$ cat src/rtl/rom_download_sequencer.sv
// Cartridge ROM download sequencer: strips an optional copier header from the bridge word
// stream, issues acknowledged 16-bit SDRAM writes, then settles and latches the parsed ROM type.
module rom_download_sequencer #(
    parameter int ADDR_W        = 25,
    parameter int HDR_BYTES     = 512,
    parameter int SETTLE_CYCLES = 16
) (
    input  logic              clk_mem,
    input  logic              reset_n,
    input  logic              start,
    input  logic              abort,
    input  logic [31:0]       rom_file_size,
    input  logic              in_valid,
    input  logic [15:0]       in_data,
    output logic              in_ready,
    output logic [ADDR_W-1:0] addr,
    output logic [15:0]       data,
    output logic              wr,
    input  logic              mem_ack,
    output logic              downloading,
    input  logic [2:0]        parsed_rom_type,
    output logic [2:0]        rom_type,
    output logic              done,
    output logic              error
);
    localparam int HDR_WORDS = HDR_BYTES / 2;
    localparam int HCNT_W    = $clog2(HDR_WORDS + 1);
    localparam int SCNT_W    = $clog2(SETTLE_CYCLES + 1);
    localparam logic [HCNT_W-1:0] HDR_LAST    = HCNT_W'(HDR_WORDS - 1);
    localparam logic [SCNT_W-1:0] SETTLE_LAST = SCNT_W'(SETTLE_CYCLES - 1);
    localparam logic [HCNT_W-1:0] HCNT_ONE    = HCNT_W'(1);
    localparam logic [SCNT_W-1:0] SCNT_ONE    = SCNT_W'(1);
    localparam logic [ADDR_W-1:0] IDX_ONE     = ADDR_W'(1);

    typedef enum logic [2:0] {
        S_IDLE, S_CHECK, S_SKIP_HDR, S_WRITE, S_SETTLE, S_DONE
    } state_t;

    state_t              state_reg;
    logic [31:0]         size_reg;
    logic [ADDR_W-1:0]   words_reg;
    logic [ADDR_W-1:0]   idx_reg;
    logic                odd_reg;
    logic [HCNT_W-1:0]   hdr_cnt_reg;
    logic [SCNT_W-1:0]   settle_cnt_reg;
    logic [ADDR_W-1:0]   addr_reg;
    logic [15:0]         data_reg;
    logic                wr_reg;
    logic                downloading_reg;
    logic [2:0]          rom_type_reg;
    logic                done_reg;
    logic                error_reg;

    // Size decode, evaluated from the latched size while in CHECK; 33-bit so no size overflows.
    logic                hdr_c;
    logic [32:0]         payload_c;
    logic                too_big_c;
    logic [ADDR_W-1:0]   words_c;
    logic                last_word;

    assign hdr_c     = (size_reg[9:0] == 10'(HDR_BYTES));
    assign payload_c = {1'b0, size_reg} - (hdr_c ? 33'(HDR_BYTES) : 33'd0);
    assign too_big_c = payload_c > (33'd1 << ADDR_W);
    assign words_c   = payload_c[ADDR_W:1] + {{(ADDR_W-1){1'b0}}, payload_c[0]};
    assign last_word = (idx_reg + IDX_ONE == words_reg);

    assign in_ready    = (state_reg == S_SKIP_HDR) || (state_reg == S_WRITE && !wr_reg);
    assign addr        = addr_reg;
    assign data        = data_reg;
    assign wr          = wr_reg;
    assign downloading = downloading_reg;
    assign rom_type    = rom_type_reg;
    assign done        = done_reg;
    assign error       = error_reg;

    always_ff @(posedge clk_mem or negedge reset_n) begin
        if (!reset_n) begin
            state_reg       <= S_IDLE;
            size_reg        <= '0;
            words_reg       <= '0;
            idx_reg         <= '0;
            odd_reg         <= 1'b0;
            hdr_cnt_reg     <= '0;
            settle_cnt_reg  <= '0;
            addr_reg        <= '0;
            data_reg        <= '0;
            wr_reg          <= 1'b0;
            downloading_reg <= 1'b0;
            rom_type_reg    <= '0;
            done_reg        <= 1'b0;
            error_reg       <= 1'b0;
        end else if (abort) begin
            state_reg       <= S_IDLE;
            wr_reg          <= 1'b0;
            downloading_reg <= 1'b0;
            done_reg        <= 1'b0;
            error_reg       <= 1'b0;
        end else begin
            case (state_reg)
                S_IDLE, S_DONE: begin
                    if (start) begin
                        size_reg  <= rom_file_size;
                        done_reg  <= 1'b0;
                        error_reg <= 1'b0;
                        state_reg <= S_CHECK;
                    end
                end
                S_CHECK: begin
                    idx_reg        <= '0;
                    hdr_cnt_reg    <= '0;
                    settle_cnt_reg <= '0;
                    words_reg      <= words_c;
                    odd_reg        <= payload_c[0];
                    if (too_big_c) begin
                        error_reg <= 1'b1;
                        done_reg  <= 1'b1;
                        state_reg <= S_DONE;
                    end else begin
                        downloading_reg <= 1'b1;
                        if (hdr_c)
                            state_reg <= S_SKIP_HDR;
                        else if (words_c == '0)
                            state_reg <= S_SETTLE;
                        else
                            state_reg <= S_WRITE;
                    end
                end
                S_SKIP_HDR: begin
                    if (in_valid) begin
                        hdr_cnt_reg <= hdr_cnt_reg + HCNT_ONE;
                        if (hdr_cnt_reg == HDR_LAST)
                            state_reg <= (words_reg == '0) ? S_SETTLE : S_WRITE;
                    end
                end
                S_WRITE: begin
                    if (wr_reg) begin
                        if (mem_ack) begin
                            wr_reg <= 1'b0;
                            if (idx_reg == words_reg)
                                state_reg <= S_SETTLE;
                        end
                    end else if (in_valid) begin
                        wr_reg   <= 1'b1;
                        addr_reg <= {idx_reg[ADDR_W-2:0], 1'b0};
                        // An odd payload leaves the upper byte of the final word past end of file.
                        data_reg <= (last_word && odd_reg) ? {8'h00, in_data[7:0]} : in_data;
                        idx_reg  <= idx_reg + IDX_ONE;
                    end
                end
                S_SETTLE: begin
                    if (settle_cnt_reg == SETTLE_LAST) begin
                        rom_type_reg    <= parsed_rom_type;
                        downloading_reg <= 1'b0;
                        done_reg        <= 1'b1;
                        state_reg       <= S_DONE;
                    end else begin
                        settle_cnt_reg <= settle_cnt_reg + SCNT_ONE;
                    end
                end
                default: state_reg <= S_IDLE;
            endcase
        end
    end
endmodule
$ cat config.mk
export PLATFORM = sky130hd
export DESIGN_NAME = rom_download_sequencer
export DESIGN_NICKNAME = d
export VERILOG_FILES = /design/src/rtl/rom_download_sequencer.sv
export SDC_FILE = /design/constraint.sdc
export NUM_CORES = 1
export LEC_CHECK = 0
export BUFFER_PORTS_ARGS = -buffer_cell sky130_fd_sc_hd__buf_2
export CAP_MARGIN = 20
export CELL_PAD_IN_SITES_DETAIL_PLACEMENT = 1
export CELL_PAD_IN_SITES_GLOBAL_PLACEMENT = 1
export CORE_MARGIN = 4
export CORE_UTILIZATION = 45
export CTS_CLUSTER_DIAMETER = 60
export CTS_CLUSTER_SIZE = 14
export DETAILED_ROUTE_END_ITERATION = 12
export GPL_TIMING_DRIVEN = 0
export MAX_ROUTING_LAYER = met4
export PLACE_DENSITY_LB_ADDON = 0.08
export SYNTH_ARGS = -nofsm -noshare
export SYNTH_HDL_FRONTEND = slang
export SYNTH_SLANG_ARGS = --single-unit
export TNS_END_PERCENT = 5
$ cat constraint.sdc
create_clock -name clk_mem -period 5.4 [get_ports clk_mem]
set_input_delay 0.54 -clock clk_mem [delete_from_list [all_inputs] [get_ports clk_mem]]
set_output_delay 0.54 -clock clk_mem [all_outputs]
set_load 0.02 [all_outputs]
==> results of run 1 <==
## critical path: stages (launching register included)
cell       delay [ps]
dfrtp_1           360
clkbuf_1          230
nor4_1            320
nand2_1           140
nor2_2            290
ha_1              290
ha_1              210
clkbuf_2          220
or4b_2            590
clkbuf_1          190
o31ai_1           320
nor4b_1           310
o2111ai_1         200
nor4_1            200
o21ai_0           260
nor2_1            320
nor2_1             70
a311oi_1          270
## routing by layer
| metal | wire, um | up-vias | part of all wire (%) | global-route usage [%] |
|---|---|---|---|---|
| met1 | 10800 | 3637 | 45 | 29.8 |
| met2 | 11800 | 163 | 49 | 39.4 |
| met5 | 0 | - | 0 | - |
| met4 | 657 | 0 | 2.7 | 8.88 |
| li1 | - | 3640 | - | - |
| met3 | 838 | 46 | 3.5 | 2.77 |
## cells in the final DEF, fill, tap and decap left out, types with 10 or more instances in the layout
master,synthesis,final
xnor2_1,38,38
dfrtp_1,147,147
o21ai_0,76,76
nand2_1,211,211
buf_2,3,105
and3_1,13,13
xor2_1,49,49
clkbuf_1,48,49
a21oi_1,29,29
nor4_1,23,23
clkbuf_16,0,17
o31ai_1,16,16
ha_1,10,10
nand4_1,15,15
nand3_1,34,34
inv_1,11,11
nor2_1,73,72
mux2_2,37,37
nor3_1,18,18
## timing repair
item | 4_1_cts | 5_1_grt
resized for setup | 0 | 4
hold buffers | 0 | 0
endpoints found under the setup margin | 0 | 6
## power groups by stage
stage	registers [uW]	clock network, uW	logic (uW)
floorplan	1590	0	1150
global placement	1640	0	1520
detailed placement	1650	0	1570
CTS	1630	1160	1580
global route	1670	1220	1760
finish	1630	1140	1580
## final cells by class
| cell class | instances | area, um^2 | share of cell area (%) |
|---|---|---|---|
| inverters | 11 | 41.3 | 0.416 |
| multi-input cells | 756 | 4570 | 46.0 |
| clock inverters | 13 | 126 | 1.27 |
| repair buffers | 104 | 549 | 5.54 |
| flip-flops and latches | 147 | 3680 | 37.1 |
| well taps | 234 | 293 | 2.95 |
| clock buffers | 19 | 433 | 4.36 |
| plain buffers | 57 | 230 | 2.32 |
## worst paths after layout
kind | end | slack, ps | depth (start not counted) | startpoint
setup / recovery | downloading | 470 | 17 | size_reg[4]
hold / removal | addr[6] | 90 | 1 | reset_n
setup reg to reg | downloading | 470 | 17 | size_reg[4]
hold reg to reg | addr[13] | 470 | 2 | addr[13]
max in group asynchronous | hdr_cnt_reg[1] | 4480 | 2 | reset_n
min in group clk_mem | data[4] | 300 | 3 | in_data[4]
## cells by family after synthesis
group           count (synthesis)  share of synthesized area [%]
flops                         147                           43.2
fa+ha+maj                      10                           1.47
other cells                     1                         0.0441
simple gates                  446                           25.2
buf+inv                        68                           3.18
xor+xnor                       87                           8.96
compound gates                167                           12.0
mux                            45                           5.84
## through the flow
step,instances,setup slack (ps)
2_1_floorplan,971,1230
3_3_place_gp,1308,176
3_5_place_dp,1309,163
4_1_cts,1341,133
5_1_grt,1341,36.6
6_report,1341,473
==> impl_metrics.csv, run 1 <==
group,metric,value,unit
clocking,clock_latency,430,ps
pwr,seq_power_share,37.5,%
die,start_util,45.6,%
pwr,peakVddDrop,267,uV
die,fp.dieH,145,um
yosys,netlist.area_leader.share,43.2,%
die,die-area,21200,um^2
clocking,htree_num_levels,4,
yosys,ys_warn_count,0,
timing,finalHoldViolations,0,
yosys,synth_area,8510,um^2
job,max_cap_viol_count,0,
grt,grt_pass1_wl,40100,um
finish,nFillCells,2236,
grt,grt_pass1_vias,7669,
clocking,clk_path_buf_depth,2,
pwr,combPwrFrac,36.2,%
hold_path,hold_path_class,"input pin to async pin",
yosys,netlist.top_cell.by_area,"dfrtp_1",
timing,slew_headroom,39.0,%
drt,first_pass_iters,5,
finish,areaGrowthSynthToFinish,16.6,%
timing,setup_viol,0,
drt,ant_nets,0,
outcome,outcome,"finished clean",
pwr,swShare,39.2,%
timing,fin_worst_skew,10.3,ps
die,rows,50,
yosys,synth_cell_type_count,69,
yosys,ys_top_cells_by_count,"nand2_1, dfrtp_1, o21ai_0",
pwr,power,4350,uW
grt,antenna_found_initial,0,
clocking,cts.sinks,147,
timing,worst_pin_slew,908,ps
grt,grt-ovfl-total,0,
drt,via_per_inst,5.58,
clocking,clockRootBuffer,"clkbuf_16",
yosys,synth.net_count,1038,
yosys,synth_flop_cell,"dfrtp_1",
clocking,clk_pin_slew,70,ps
pwr,power_density,439,nW/um^2
yosys,synth_edf_count,0,
drt,wire_per_inst,18.0,um
finish,nNetsFinal,1161,
drt,wirelength,24100,um
placement,gp_congestion,0.899,
drt,vias,7486,
timing,fin_crit,4930,ps
pwr,internal_power,2640,uW
yosys,ys_seq_area_share,43.2,%
pwr,leakagePower,0.00451,uW
die,die_w,145,um
placement,place_area,9350,um^2
grt,grt_max_degree,87,
yosys,async_reset_ff_share,100,%
timing,rsz0062_at_grt,"false",
setup_path,critPathMaxFanout,10,
yosys,synth_area_leaders,"dfrtp_1, nand2_1, xor2_1",
setup_path,required,5720,ps
placement,io_buffers,103,
setup_path,cp-start-kind,"flop",
clocking,post-cts-setup-buffer-count,0,
setup_path,worstSetupEndpointType,"flop",
clocking,cts_tree,"built",
placement,hpwl,17900,um
timing,whs,86.8,ps
pwr,clock_power_share,26.3,%
finish,largest_reg_flops,32,
clocking,numCtsBuffers,17,
grt,grt_util_all_layers,23.7,%
finish,final_util,53.2,%
timing,fin_crit_sh,91.2,%
die,design.core.area,18600,um^2
timing,finalSetupTns,0,ps
finish,finalInstanceArea,9920,um^2
pwr,p_switching,1710,uW
yosys,avgSynthCellArea,8.76,um^2
finish,antenna_cells,0,
timing,fmax,0.203,GHz
yosys,synth.most_common_cell,"nand2_1",
setup_path,worstPathArrival,5250,ps
drt,drtIter0Drc,368,
timing,final_max_slew_viol_count,0,
setup_path,critical_path_class,"flop to flop",
die,io_pins,106,
finish,drive_gt1_share,17.6,%
drt,drc,0,
yosys,ys_seq_elements,147,
yosys,netlist_instances,971,
Note: power is estimated with default switching activity, not from simulation.
==> run 2: changes to the inputs <==
Settings changed: ABC_AREA set to 1, CORE_UTILIZATION 45 to 43.
==> run 2 against run 1 <==
Effect of this change:
- clock power is 4% higher
- combinational power down 8%
- utilization shrank 1.9 points
- sequential share of layout area down 0.36 points
- via count is 8.6% higher
- hold slack improved by 52 ps
- first-iteration DRC count shrank 6.3%
- synthesized cell count is 19% higher
- final cell count rose by 16%
- critical path depth is 13 higher
- sequential power about the same
==> impl_metrics.csv, run 2 <==
group,metric,value,unit
pwr,swShare,41.5,%
timing,final_max_slew_viol_count,0,
yosys,synth.net_count,1223,
grt,use_met2,42.1,%
finish,nFillCells,2510,
yosys,synth.most_common_cell,"nand2_1",
clocking,cts.sinks,147,
finish,multiInputGateArea,4300,um^2
pwr,internal_power,2500,uW
yosys,synth_cell_type_count,43,
placement,place_area,9440,um^2
finish,largest_reg_flops,32,
yosys,synth_area,8550,um^2
drt,via_per_inst,5.22,
yosys,synth_area_leaders,"dfrtp_1, nand2_1, nor2_1",
yosys,ys_warn_count,0,
clocking,post-cts-setup-buffer-count,0,
yosys,synth_edf_count,0,
clocking,numCtsBuffers,17,
timing,fin_crit_sh,77.5,%
timing,finalSetupTns,0,ps
clocking,clock_latency,440,ps
finish,layout_common_cells,"nand2_1, dfrtp_1, nor2_1",
timing,fmax,0.239,GHz
drt,drc,0,
pwr,clock_power_share,27.9,%
grt,grt_util_all_layers,24.9,%
clocking,clk_pin_slew,70,ps
clocking,cts_tree,"built",
setup_path,worstPathArrival,4510,ps
finish,antenna_cells,0,
drt,first_pass_iters,5,
setup_path,cpPeakStageDelay,380,ps
timing,fin_crit,4180,ps
die,fp.dieH,149,um
setup_path,worstSetupEndpointType,"flop",
drt,wirelength,25700,um
setup_path,cpMostUsedCell,"nand2_1",
setup_path,cp_slowest_cell,"dfrtp_1",
setup_path,cp-start-kind,"flop",
pwr,power_density,427,nW/um^2
finish,final_common_cell,"nand2_1",
yosys,netlist.top_cell.by_area,"dfrtp_1",
hold_path,hold_path_class,"input pin to async pin",
grt,grt-ovfl-total,0,
setup_path,required,5730,ps
finish,areaGrowthSynthToFinish,17.1,%
grt,antenna_found_initial,0,
pwr,combPwrFrac,34.0,%
pwr,leakagePower,0.00489,uW
timing,whs,139,ps
job,max_cap_viol_count,0,
finish,nNetsFinal,1346,
pwr,power,4270,uW
pwr,p_switching,1770,uW
grt,grt_max_degree,86,
finish,drive_gt1_share,14.0,%
timing,setup_viol,0,
setup_path,critPathMaxFanout,8,
yosys,avgSynthCellArea,7.40,um^2
outcome,outcome,"finished clean",
placement,hpwl,20200,um
finish,seq_area,3680,um^2
timing,slew_headroom,46.3,%
clocking,cts_hold_buf,0,
pwr,seq_power_share,38.0,%
placement,gp_congestion,0.891,
grt,grt_pass1_wl,43100,um
yosys,netlist_instances,1156,
yosys,ys_seq_elements,147,
placement,io_buffers,103,
grt,grt_pass1_vias,8459,
grt,use_met1,30.8,%
yosys,ys_top_cells_by_count,"nand2_1, dfrtp_1, nor2_1",
timing,finalHoldViolations,0,
drt,ant_nets,0,
die,start_util,43.8,%
drt,wire_per_inst,16.5,um
die,design.core.area,19500,um^2
timing,worst_pin_slew,805,ps
grt,gr-usage-met3,3.04,%
timing,rsz0062_at_grt,"false",
die,die_w,149,um
clocking,htree_num_levels,4,
setup_path,critical_path_class,"flop to flop",
die,rows,51,
pwr,peakVddDrop,255,uV
yosys,netlist.area_leader.share,43.0,%
yosys,ys_seq_area_share,43.0,%
clocking,clockRootBuffer,"clkbuf_16",
drt,drtIter0Drc,345,
timing,fin_worst_skew,13.8,ps
finish,finalInstanceArea,10000,um^2
grt,grt_busiest_layer,"met2",
clocking,cts_resized,0,
drt,vias,8129,
die,die-area,22200,um^2
yosys,async_reset_ff_share,100,%
die,io_pins,106,
yosys,synth_flop_cell,"dfrtp_1",
clocking,clk_path_buf_depth,2,
[run 2: changes by cell type after synthesis, moves of 11 or more]
cell      delta
nand2_1    +112
inv_1      +108
nor2_1      +64
nand3_1     +38
mux2_2      -29
clkbuf_1    -27
xnor2_1     -23
o22ai_1     +20
o31ai_1     -15
nor3_1      +14
o21ai_0     -14
nor2_2      +13
nor4_1      -11
[run 2: metrics by stage]
| stage | instances | util, % | setup slack (ps) |
|---|---|---|---|
| global placement | 1524 | 48.1 | 1320 |
| finish | 1557 | 51.3 | 1220 |
| detailed placement | 1525 | 48.3 | 1260 |
| CTS | 1557 | 51.3 | 1210 |
| floorplan | 1156 | - | 2210 |
| global route | 1557 | 51.3 | 755 |
[run 2: final cells by class]
class,count,area share (%)
timing repair buffer,104,5.48
clock inverter,14,1.40
multi-input combinational,857,42.9
buffer,28,1.12
inverter,124,4.65
sequential,147,36.7
tap,265,3.31
clock buffer,18,4.39
[run 2: worst max-delay path: cells and delay by family, from the launching register on]
family / cells / cell delay, ps
adders and majority gates: 3 / 730
DFF: 1 / 380
and+or+nand+nor: 22 / 2300
buffers and inverters: 5 / 670
[run 2: final timing paths]
kind	slack, ps	end	depth (start not counted)	from
hold / removal	140	addr[8]	1	reset_n
min in group clk_mem	300	data[6]	3	in_data[6]
hold reg to reg	470	data[5]	2	data[5]
setup reg to reg	1220	state_reg[0]	30	size_reg[0]
max in group asynchronous	4460	hdr_cnt_reg[7]	2	reset_n
setup / recovery	1220	state_reg[0]	30	size_reg[0]
[run 2: per-layer routing]
metal / share of wire [%] / up-vias
met4: 2.9 / 0
met5: 0 / -
met2: 50 / 145
li1: - / 4017
met1: 45 / 3926
met3: 2.8 / 41
[run 2: logic make-up (layout without fill, tap and decap cells)]
kind of cell             count (synthesis)  in the layout  share of synthesized area [%]
flip-flops                             147            147                           43.0
other                                    1              1                         0.0438
AND/OR/NAND/NOR                        632            632                           32.1
XOR/XNOR                                59             59                           6.04
AO/OA/AOI/OAI                          146            146                           9.40
adder cells (fa/ha/maj)                 10             10                           1.46
buffers and inverters                  152            288                           6.76
multiplexers                             9              9                           1.17
[run 2: power groups by stage]
stage / sequential (uW) / clock, uW / combinational (uW)
6_report: 1630 / 1190 / 1450
5_1_grt: 1660 / 1270 / 1680
4_1_cts: 1620 / 1210 / 1470
3_5_place_dp: 1640 / 0 / 1450
3_3_place_gp: 1630 / 0 / 1400
2_1_floorplan: 1580 / 0 / 1040
